$ cat src/rtl/pipe_ctrl_pkg.sv
// Shared types and constants for the pipeline control unit: bus width,
// stall vector encodings, stall bit indices and the redirect-pending state.
package pipe_ctrl_pkg;

    localparam int unsigned REG_W   = 32;
    localparam int unsigned STALL_W = 6;

    // Bit positions within the stall vector
    localparam int unsigned SB_PC  = 0;
    localparam int unsigned SB_IF  = 1;
    localparam int unsigned SB_ID  = 2;
    localparam int unsigned SB_EX  = 3;
    localparam int unsigned SB_MEM = 4;
    localparam int unsigned SB_WB  = 5;

    // Only monotonic vectors are legal; WB is never held
    localparam logic [STALL_W-1:0] STALL_NONE = 6'b000000;
    localparam logic [STALL_W-1:0] STALL_IF   = 6'b000011;
    localparam logic [STALL_W-1:0] STALL_ID   = 6'b000111;
    localparam logic [STALL_W-1:0] STALL_EX   = 6'b001111;
    localparam logic [STALL_W-1:0] STALL_MEM  = 6'b011111;

    typedef enum logic {
        PEND_IDLE,
        PEND_HELD
    } pend_state_t;

endpackage

$ cat src/rtl/pipe_sat_cnt.sv
// Saturating up-counter with synchronous reset, synchronous clear and enable.
module pipe_sat_cnt #(
    parameter int unsigned W = 8
) (
    input  logic         clk,
    input  logic         rst,
    input  logic         clr,
    input  logic         en,
    output logic [W-1:0] count
);

    localparam logic [W-1:0] ONE = W'(1);

    always_ff @(posedge clk) begin
        if (rst || clr) begin
            count <= '0;
        end else if (en && (count != '1)) begin
            count <= count + ONE;
        end
    end

endmodule

$ cat src/rtl/pipe_ctrl.sv
// Pipeline control: stall arbitration, flush redirect with deferral behind
// memory waits, stall-cycle counter and memory-wait watchdog.
module pipe_ctrl
    import pipe_ctrl_pkg::*;
#(
    parameter int unsigned CNT_W       = 32,
    parameter int unsigned MEM_TIMEOUT = 1024
) (
    input  logic               clk,
    input  logic               rst,
    input  logic               stallreq_if,
    input  logic               stallreq_id,
    input  logic               stallreq_ex,
    input  logic               stallreq_mem,
    input  logic               flush_req,
    input  logic [REG_W-1:0]   flush_pc,
    output logic [STALL_W-1:0] stall,
    output logic               flush,
    output logic [REG_W-1:0]   new_pc,
    output logic [CNT_W-1:0]   stall_cycles,
    output logic               mem_timeout
);

    localparam logic [15:0] WAIT_LIMIT = 16'(MEM_TIMEOUT - 1);

    pend_state_t      state;
    pend_state_t      state_nxt;
    logic [REG_W-1:0] pend_pc;
    logic [15:0]      mem_wait_cnt;
    logic             issue_pend;
    logic             issue_new;
    logic             defer;

    assign issue_pend = !rst && (state == PEND_HELD) && !stallreq_mem;
    assign issue_new  = !rst && (state == PEND_IDLE) && flush_req && !stallreq_mem;
    assign defer      = !rst && (state == PEND_IDLE) && flush_req && stallreq_mem;

    always_ff @(posedge clk) begin
        if (rst) begin
            state <= PEND_IDLE;
        end else begin
            state <= state_nxt;
        end
    end

    // flush_req is ignored entirely while a redirect is held
    always_comb begin
        state_nxt = state;
        case (state)
            PEND_IDLE: if (defer)      state_nxt = PEND_HELD;
            PEND_HELD: if (issue_pend) state_nxt = PEND_IDLE;
            default:                   state_nxt = PEND_IDLE;
        endcase
    end

    always_comb begin
        stall  = STALL_NONE;
        flush  = 1'b0;
        new_pc = '0;
        if (rst) begin
            stall = STALL_NONE;
        end else if (issue_pend) begin
            flush  = 1'b1;
            new_pc = pend_pc;
        end else if (issue_new) begin
            flush  = 1'b1;
            new_pc = flush_pc;
        end else if (stallreq_mem) begin
            stall = STALL_MEM;
        end else if (stallreq_ex) begin
            stall = STALL_EX;
        end else if (stallreq_id) begin
            stall = STALL_ID;
        end else if (stallreq_if) begin
            stall = STALL_IF;
        end
    end

    always_ff @(posedge clk) begin
        if (rst) begin
            pend_pc <= '0;
        end else if (defer) begin
            pend_pc <= flush_pc;
        end
    end

    pipe_sat_cnt #(.W(CNT_W)) u_stall_cnt (
        .clk   (clk),
        .rst   (rst),
        .clr   (1'b0),
        .en    (stall != STALL_NONE),
        .count (stall_cycles)
    );

    pipe_sat_cnt #(.W(16)) u_wait_cnt (
        .clk   (clk),
        .rst   (rst),
        .clr   (!stallreq_mem),
        .en    (stallreq_mem),
        .count (mem_wait_cnt)
    );

    always_ff @(posedge clk) begin
        if (rst) begin
            mem_timeout <= 1'b0;
        end else if (stallreq_mem && (mem_wait_cnt == WAIT_LIMIT)) begin
            mem_timeout <= 1'b1;
        end
    end

endmodule

$ cat config.mk
export PLATFORM = sky130hd
export DESIGN_NAME = pipe_ctrl
export DESIGN_NICKNAME = d
export VERILOG_FILES = /design/src/rtl/pipe_ctrl_pkg.sv /design/src/rtl/pipe_sat_cnt.sv /design/src/rtl/pipe_ctrl.sv
export SDC_FILE = /design/constraint.sdc
export NUM_CORES = 1
export LEC_CHECK = 0
export ABC_AREA = 1
export BUFFER_PORTS_ARGS = -buffer_cell sky130_fd_sc_hd__buf_2
export CORE_ASPECT_RATIO = 1.1
export CORE_UTILIZATION = 45
export DETAILED_ROUTE_END_ITERATION = 7
export PLACE_DENSITY = 0.69
export SYNTH_ARGS = -nofsm -noshare
export SYNTH_HDL_FRONTEND = slang
export SYNTH_SLANG_ARGS = --single-unit
$ cat constraint.sdc
create_clock -name clk -period 2.2 [get_ports clk]
set_input_delay 0.44 -clock clk [delete_from_list [all_inputs] [get_ports clk]]
set_output_delay 0.44 -clock clk [all_outputs]
set_load 0.005 [all_outputs]
Yosys cells after proc, flatten, opt, wreduce, memory -nomap -nowiden --
Cells that the tools add are included.
Storage, ports and cells: input bits 39, flip-flop bits (word level) 82, logic and storage cells 40
Operators by class: mux-type cells 16, add/subtract/negate cells 2, equality and inequality tests 3, reduce and logical (&&, ||, !) cells 13, bitwise operators 1
Operators with widths (number):
- 32-bit 2-to-1 mux | 3
- 32-bit by 1-bit adder with 32-bit output (second input constant) | 1
- 32-bit inequality test (second input constant) | 1
- 5-bit 2-to-1 mux | 4
- 16-bit by 1-bit adder with 16-bit output (second input constant) | 1
- 16-bit by 10-bit equality test with 1-bit output (second input constant) | 1
- 16-bit inequality test (second input constant) | 1
- 1-bit logical AND | 9
- 6-bit nonzero test | 1
- 1-bit 2-to-1 mux | 5
- 4-bit 2-to-1 mux | 1
- 3-bit 2-to-1 mux | 1
- 1-bit logical NOT | 2
- 2-bit 2-to-1 mux | 1
- 1-bit one-hot mux with 2 select lines | 1
- 1-bit logical OR | 1
- 1-bit NOT | 1

Longest topological paths before layout --
Gate-level depths: netlist of run 1.
word-level depth 9, gate-level depth with buffers 12, gate-level depth less buffers 12

Cells and area by module --
Synthesis of run 1 repeated with hierarchy kept, for this count alone.
Second synthesis, totals: cells, all modules 726, area, all modules 4690.7 um^2
By module, submodules not included:
- pipe_sat_cnt (u_stall_cnt) | area each 2028.2 um^2, times used 1, sequential area each 640.6 um^2, cells each 328
- pipe_ctrl | area each 1711.6 um^2, times used 1, sequential area each 680.7 um^2, cells each 249
- pipe_sat_cnt (u_wait_cnt) | area each 950.9 um^2, times used 1, sequential area each 320.3 um^2, cells each 149

Worst setup path after synthesis of run 1 --
No wires, ideal clock.
path type reg-to-reg, start register u_stall_cnt.count[0], end register u_stall_cnt.count[20], clock period less this slack 1.707 ns, cell stages (with the launch flop) 12, data arrival time 1.567 ns, path slack 0.493 ns, data required time 2.060 ns, library setup time 0.140 ns, buffers on the path 1, cell sequence dfxtp_1 > ha_1 > nand2_2 > nor2_4 > nand2_4 > nor2_8 > nand2_4 > nand2_4 > clkinv_2 > buf_6 > nand2_1 > a21oi_2
On the way: word-level cells in the longest chain between the ends 2
RTL lines:
- start: declaration | line pipe_sat_cnt.sv:9 | output logic [W-1:0] count
- start signal: assignment | line pipe_sat_cnt.sv:18 | count <= count + ONE;
- branches (longest 2 deep; another with 32-bit by 1-bit adder with 32-bit output)
Several ways; the timed one is not identified. A chain may end at the register's enable or synchronous reset.

Worst setup path after layout of run 1 --
start register state, end output new_pc[21]
On the way: word-level cells in the longest chain between the ends 7
RTL lines:
- start: declaration | line pipe_ctrl.sv:26 | pend_state_t state;
- start signal: assignment | line pipe_ctrl.sv:42 | state <= state_nxt;
- 1-bit NOT
- 1-bit logical AND (3 in a row) | line pipe_ctrl.sv:35 | assign issue_new = !rst && (state == PEND_IDLE) && flush_req && !stallreq_mem;
- 32-bit 2-to-1 mux | line pipe_ctrl.sv:65 | end else if (issue_new) begin
- 32-bit 2-to-1 mux (*) | line pipe_ctrl.sv:62 | end else if (issue_pend) begin
- 32-bit 2-to-1 mux (*) | line pipe_ctrl.sv:60 | if (rst) begin
- end: declaration | line pipe_ctrl.sv:19 | output logic [REG_W-1:0] new_pc,
Mark *: on every way between the ends. The rest lies on a longest branch, timed or not.

==> summary.txt, run 1 <==
Run status
  • Status: complete, no violations

Routing
  • Initial DRC Count: slightly below 200
  • Drt first pass iters: 4
  • Post-DRT Antenna Nets: 0
  • DR WL/cell: ~12 um
  • Via/cell ratio: 5.07
  • Final WL: between 10 and 15 mm
  • DRC: 0
  • Vias: 4848

Setup path
  • Startpoint types: register
  • CP Class: reg -> out
  • Crit-path cells: nor2_1 -> nand3_2 -> buf_12 -> o22ai_1 -> buf_2
  • CP max-delay cell: dfxtp_1
  • Crit path to: new_pc[21]
  • Reg2reg start: u_stall_cnt.count[0]$_SDFFE_PP0P_
  • R2R setup slack: roughly 0.27 ns
  • CP startpoint: state$_SDFF_PP0_
  • CP Capture Type: output pin
  • Arrival time worst endpoint: approximately 1.6 ns
  • Reg2reg end: u_stall_cnt.count[8]$_SDFFE_PP0P_
  • Worst EP required: 1.76 ns
  • CP max FO: 33
  • Worst-case reg-to-reg path depth: 10
  • Delay of the slowest critical-path stage: between 0.3 and 0.4 ns

Clock network
  • CTS H-Tree Depth: 3
  • Clock slew at reported path FFs: ~0.080 ns
  • CTS tree: built
  • Setup bufs post-CTS: 0
  • Worst-Skew Late Latency: 0.35 ns
  • Post-CTS sizing: 0
  • Hold Buf Count CTS: 0
  • CTS Root Cell: clkbuf_8
  • # clock sinks: 82
  • Clock tree buffer depth: 2
  • CTS Buf Count: 9

Floorplan
  • Die W: between 90 and 100 um
  • Die Height: between 100 and 150 um
  • Die area: between 10000 and 15000 um^2
  • Site Rows: 38
  • Core Region: roughly 10000 um^2
  • I/O pin count: 111
  • Initial Utilization: between 40% and 50%

Power
  • Gate power share: around 9.7%
  • Total power draw: roughly 2900 uW
  • Peak VDD IR: about 0.00032 V
  • Sw Share: between 20% and 30%
  • Pwr dens: ~530 nW/um^2
  • Net Switching: 761 uW
  • Clock share of power: 37.6%
  • Lkg Pwr: 0.00239 uW
  • Reg power frac: approximately 53%
  • Pint: roughly 2100 uW

STA
  • Setup TNS: 0 ns
  • PnR worst setup slack: 0.204 ns
  • Final setup fails: 0
  • RSZ-0062 raised after global routing: false
  • Worst-margin pin slew: about 0.53 ns
  • Max Transition Viols Final: 0
  • Worst Skew: just under 0.007 ns
  • Final Critical Period: around 2 ns
  • Slew margin rel.: 64.9%
  • FMAX: about 0.50 GHz
  • Tcrit/Tclk final: between 90% and 100%
  • Final hold violation count: 0

Synth
  • Syn avg cell area: 6.43 um^2
  • Largest family of logic cells by synthesized area: simple AND/OR/NAND/NOR gates
  • Synth Area in Compound Gates: between 10% and 20%
  • Xor-xnor portion of the synthesized cell area: about 3.6%
  • YS warnings: 0
  • Ys async rst share: 0%
  • Sequential area share after synthesis: a little over a third
  • Adder-cell share of the synthesized area: less than 1%
  • Post-synthesis mux area share: 0%
  • Syn nets: slightly below 800
  • Number of synthesized flops with an enable pin: 0
  • Top FF cell, synth: dfxtp_1
  • Synth cell types: 35
  • Gate Count Post-Synth: 728
  • Synth Area in Simple Gates: between 30% and 40%
  • Yosys reg bits: 82
  • Synth Cell Area: about 4700 um^2

Global route
  • Initial antenna violation count: 0
  • Total Routing Usage GR: ~22%
  • Vias in the first global route: approximately 4300
  • Pin count of the biggest net entering global routing: 65
  • Global-route wire length before repair: approximately 20 mm
  • Global route overflow: 0

Placement
  • Pre-CTS WS: 0.0412 ns
  • Post-Place Cell Area: 5330 um^2
  • Detailed placement HPWL: 8.68 mm
  • Placer congestion estimate: 0.907
  • I/O Buffers: ~110

Cells and area
  • Final instance area: between 5000 and 6000 um^2
  • Final Util: between 50% and 60%
  • Multi-input gate area: around 2500 um^2
  • Share of cells above drive strength 1: a little over a fifth
  • Fill count: 970
  • Synthesis-to-layout area growth: 18.3%
  • Final-stage net count: 873
  • Register area: about 1600 um^2
  • Ant. Diodes: 0

Min path
  • HP Class: in -> reg

Flow run
  • Max cap viols: 0
## layout by cell type (no fill, tap or decap), types with 2 or more instances in the layout
master / netlist / routed
nand2_1: 184 / 184
buf_2: 1 / 109
inv_1: 108 / 108
nor2_1: 86 / 86
dfxtp_1: 82 / 82
a21oi_1: 60 / 60
o21ai_0: 40 / 40
o22ai_1: 32 / 32
nand3_1: 21 / 20
xor2_1: 14 / 14
nand2_2: 13 / 13
nor3_1: 11 / 11
buf_4: 3 / 11
a21oi_2: 10 / 10
clkbuf_8: 0 / 9
nand4_1: 7 / 7
xnor2_1: 5 / 5
nand3_2: 3 / 4
nor2_2: 4 / 4
nand2_4: 3 / 3
inv_2: 2 / 2
nor2_4: 2 / 2
nand3b_1: 2 / 2
ha_1: 2 / 2
clkinvlp_4: 0 / 2
clkinv_4: 0 / 2
## cell usage after synthesis (4+ instances only)
cell type	n	area share [%]
o22ai_1	32	4.3
nand4_1	7	0.94
nand2_1	184	15
xor2_1	14	2.6
nand2_2	13	1.7
a21oi_2	10	1.9
clkbuf_1	20	1.6
nand3_1	21	2.2
dfxtp_1	82	35
nor2_1	86	6.9
a21oi_1	60	6.4
nor2_2	4	0.53
nor3_1	11	1.2
xnor2_1	5	0.94
o21ai_0	40	4.3
inv_1	108	8.7
## final cells by class
class | instances | area share (%)
multi-input combinational | 506 | 44.6
clock inverter | 6 | 1.22
sequential | 82 | 29.7
inverter | 111 | 7.57
tap | 120 | 2.71
clock buffer | 10 | 2.31
timing repair buffer | 122 | 11.9
## critical path, delay by kind of cell, from the launching register on
family	cells	cell delay, ns
buffers and inverters	2	0.35
flip-flops	1	0.34
AND/OR/NAND/NOR	2	0.34
AO/OA/AOI/OAI	1	0.17
## sequential cells by signal, indices dropped and copies added (netlist names)
register	flops
mem_timeout	1
pend_pc	32
state	1
u_stall_cnt.count	32
u_wait_cnt.count	16
## power groups by stage
stage	Sequential, uW	Clock (uW)	Combinational [uW]
final	1530	1090	281
after global routing	1540	1190	319
after CTS	1530	1120	281
after detailed placement	1570	0	281
after global placement	1570	0	273
after floorplan	1570	0	184
## metal layers
metal	track usage (%)	up-vias	wire length, um
li1	-	2510	-
met1	27.8	2177	5460
met2	38.0	137	5500
met3	4.74	24	645
met4	9.56	0	266
met5	0	-	0
## through the flow
stage                     hold slack, ns  std cells
after global routing               0.375        957
after global placement             0.438        941
after CTS                          0.355        957
after detailed placement           0.446        941
after floorplan                    0.430        728
final                              0.365        957
## cells by family after synthesis
kind of cell | after synthesis
other | 1
AO/OA/AOI/OAI | 145
buffers and inverters | 140
flip-flops | 82
adder cells (fa/ha/maj) | 2
XOR/XNOR | 19
AND/OR/NAND/NOR | 339
## worst min-delay path by stage
stage                                           to  slack, ns                      from  cells after the start
final                             state$_SDFF_PP0_       0.37                 flush_req                      3
after global routing       pend_pc[2]$_SDFFE_PP0P_       0.38               flush_pc[2]                      3
after CTS                         state$_SDFF_PP0_       0.35                 flush_req                      3
after detailed placement  pend_pc[24]$_SDFFE_PP0P_       0.45  pend_pc[24]$_SDFFE_PP0P_                      2
after global placement    pend_pc[13]$_SDFFE_PP0P_       0.44  pend_pc[13]$_SDFFE_PP0P_                      2
after floorplan           pend_pc[11]$_SDFFE_PP0P_       0.43  pend_pc[11]$_SDFFE_PP0P_                      2
Note: power is estimated with default switching activity, not from simulation.
==> run 2: changes to the inputs <==
GPL_TIMING_DRIVEN = 1   (was unset)
RECOVER_POWER = 100   (was unset)
==> run 2 against run 1 <==
  * Combinational power fell by 3%
  * Sequential share of layout area increased by 0.58 points
  * Critical endpoint is now stall[1]
  * Wire length fell by 0.87%
  * Non-clock buffer count stayed put
  * Global-route usage unchanged
  * Core utilization down 1.1 points
  * Largest power group unchanged
  * Critical path type unchanged
  * Via count grew 0.21%
==> summary.txt, run 2 (synthesized netlist as in run 1, its figures left out) <==
Routing
  • Drt first pass iters: 4 (unchanged)
  • Post-DRT Antenna Nets: 0 (unchanged)
  • DR WL/cell: 12.3 um (-0.87%)
  • Via/cell ratio: 5.08 (+0.21%)
  • DRC: 0 (unchanged)
  • Final WL: 11.8 mm (-0.87%)
  • Vias: 4858 (+0.21%)
  • Initial DRC Count: 149 (-23%)

Floorplan
  • Core Region: 9980 um^2 (unchanged)
  • Die W: 99.2 um (unchanged)
  • Die area: 10800 um^2 (unchanged)
  • Die Height: 109 um (unchanged)
  • Initial Utilization: 46.9% (unchanged)
  • I/O pin count: 111 (unchanged)
  • Site Rows: 38 (unchanged)

STA
  • Final Critical Period: 2.06 ns (+0.0624 ns)
  • Slew margin rel.: 32.7% (-32 points)
  • Final setup fails: 0 (unchanged)
  • Worst-margin pin slew: 1.01 ns (+0.482 ns)
  • Tcrit/Tclk final: 93.6% (+2.8 points)
  • Final hold violation count: 0 (unchanged)
  • RSZ-0062 raised after global routing: false
  • Setup TNS: 0 ns (unchanged)
  • Max Transition Viols Final: 0 (unchanged)
  • Worst Skew: 0.00792 ns (+0.000998 ns)
  • FMAX: 0.486 GHz (-3.0%)

Placement
  • Post-Place Cell Area: 5330 um^2 (unchanged)
  • Placed Instances: 941 (unchanged)
  • Placer congestion estimate: 0.907 (unchanged)
  • I/O Buffers: 109 (unchanged)
  • Detailed placement HPWL: 8.68 mm (unchanged)

Setup path
  • Worst-case reg-to-reg path depth: 10 (unchanged)
  • CP Class: reg -> out
  • CP max FO: 11 (-67%)
  • CP delay by family, top: simple AND/OR/NAND/NOR gates
  • Crit-path cells: nor2_1 -> nand3_1 -> nand3_1 -> nor2_4 -> clkbuf_1
  • CP max-delay cell: dfxtp_1
  • Reg2reg end: u_stall_cnt.count[16]$_SDFFE_PP0P_
  • Delay of the slowest critical-path stage: 0.39 ns (+0.05 ns)
  • Startpoint types: register
  • Worst EP required: 1.76 ns (about the same)
  • CP Capture Type: output pin
  • Reg2reg start: u_stall_cnt.count[0]$_SDFFE_PP0P_
  • CP Buf/Inv Count: 1 (-1)
  • R2R setup slack: 0.26 ns (about the same)
  • Arrival time worst endpoint: 1.62 ns (+0.06 ns)
  • Most Frequent Cell on Critical Path: nand3_1

Min path
  • HP Class: in -> reg
  • Hold Crit Depth: 3 (unchanged)
  • WHS Endpoint: state$_SDFF_PP0_
  • Worst hold path startpoint: flush_req

Clock network
  • CTS H-Tree Depth: 3 (unchanged)
  • CTS Root Cell: clkbuf_8
  • # clock sinks: 82 (unchanged)
  • CTS Buf Count: 9 (unchanged)
  • Clock slew at reported path FFs: 0.08 ns (about the same)
  • Hold Buf Count CTS: 0 (unchanged)
  • Worst-Skew Late Latency: 0.35 ns (about the same)
  • CTS tree: built
  • Clock tree buffer depth: 2 (unchanged)

Cells and area
  • Regs by FF count: pend_pc x32, u_stall_cnt.count x32, u_wait_cnt.count x16
  • Final-stage net count: 873 (unchanged)
  • Final Non-Filler Cells: 957 (unchanged)
  • Commonest cells after routing, fill and taps aside: 187 x nand2_1, 108 x inv_1, 86 x nor2_1
  • Final instance area: 5430 um^2 (-1.9%)
  • Fill count: 1008 (+3.9%)
  • Commonest non-fill, non-tap cell in the layout: nand2_1
  • Share of cells above drive strength 1: 14.9% (-6.2 points)
  • Ant. Diodes: 0 (unchanged)
  • Synthesis-to-layout area growth: 16.0%

Global route
  • Vias in the first global route: 4303 (unchanged)
  • Pin count of the biggest net entering global routing: 65 (unchanged)
  • Global-route wire length before repair: 19.6 mm (unchanged)
  • Global route overflow: 0 (unchanged)
  • Initial antenna violation count: 0 (unchanged)
  • Total Routing Usage GR: 22.5% (unchanged)

Power
  • Lkg Pwr: 0.00220 uW (-7.8%)
  • Pwr dens: 535 nW/um^2 (+1.7%)
  • Peak VDD IR: 0.000317 V (-0.11%)

Flow run
  • Max cap viols: 0 (unchanged)

Run status
  • Status: complete, no violations
-- run 2: cell types whose count changed in the layout (fill, tap and decap cells not counted) --
cell / before / now
a21oi_2: 10 / 6
a21oi_1: 60 / 64
nand3_1: 20 / 22
nand2_1: 184 / 187
nand3_2: 4 / 2
clkbuf_2: 0 / 7
clkbuf_1: 1 / 44
buf_4: 11 / 3
buf_2: 109 / 67
nand2_2: 13 / 10
-- run 2: how the worst max path moves through the flow --
stage | from | end | slack (ns) | depth (start not counted)
final | state$_SDFF_PP0_ | stall[1] | 0.14 | 5
after CTS | u_stall_cnt.count[0]$_SDFFE_PP0P_ | u_stall_cnt.count[29]$_SDFFE_PP0P_ | 0.02 | 10
after detailed placement | u_stall_cnt.count[0]$_SDFFE_PP0P_ | u_stall_cnt.count[29]$_SDFFE_PP0P_ | 0.04 | 10
after global placement | u_stall_cnt.count[0]$_SDFFE_PP0P_ | u_stall_cnt.count[25]$_SDFFE_PP0P_ | 0.15 | 10
after global routing | state$_SDFF_PP0_ | stall[1] | 0.04 | 5
after floorplan | u_stall_cnt.count[0]$_SDFFE_PP0P_ | u_stall_cnt.count[20]$_SDFFE_PP0P_ | 0.49 | 11
-- run 2: what timing repair did --
action / in CTS / in global routing
gates resized for setup: 0 / 2
setup buffers: 0 / 0
setup endpoints to repair: 0 / 26
-- run 2: layer usage --
metal  vias up  global-route usage, %  wire (um)
met4         0                   9.56        250
met3        21                   4.74        695
met2       145                   38.0       5500
met1      2181                   27.8       5320
met5         -                      0          0
li1       2511                      -          -
-- run 2: metrics by stage --
step | utilization, % | power [uW] | hold WS (ns) | worst slack [ns]
3_3_place_gp | 53.4 | 1840 | 0.438 | 0.151
6_report | 54.4 | 2900 | 0.356 | 0.142
4_1_cts | 55.4 | 2940 | 0.355 | 0.0207
5_1_grt | 54.4 | 3040 | 0.375 | 0.0373
2_1_floorplan | - | 1750 | 0.430 | 0.493
3_5_place_dp | 53.4 | 1850 | 0.446 | 0.0412
-- run 2: worst reg2reg max path: stages (launching register included) --
cell and delay [ns]:
dfxtp_1 0.40, ha_1 0.20, nand2_1 0.11, nor2_4 0.18, nand2_4 0.11, nor2_8 0.15
nand2_4 0.09, nand2_4 0.19, buf_6 0.22, nand2_2 0.06, a21oi_1 0.16
-- run 2: power by group --
| part | switching [uW] | internal (uW) | total, uW | leakage, uW |
|---|---|---|---|---|
| sequential | 14.4 | 1520 | 1530 | 0.000665 |
| combinational | 177 | 95.0 | 272 | 0.00145 |
| clock | 569 | 527 | 1100 | 0.0000925 |
| total | 761 | 2140 | 2900 | 0.00220 |
-- run 2: final cells by class --
type                    count  area (um^2)  area share [%]
repair buffers            122          586            10.8
inverters                 111          419            7.72
clock inverters             6         67.6            1.24
clock buffers              10          128            2.35
flip-flops and latches     82         1640            30.2
well taps                 120          150            2.77
multi-input cells         506         2440            44.9
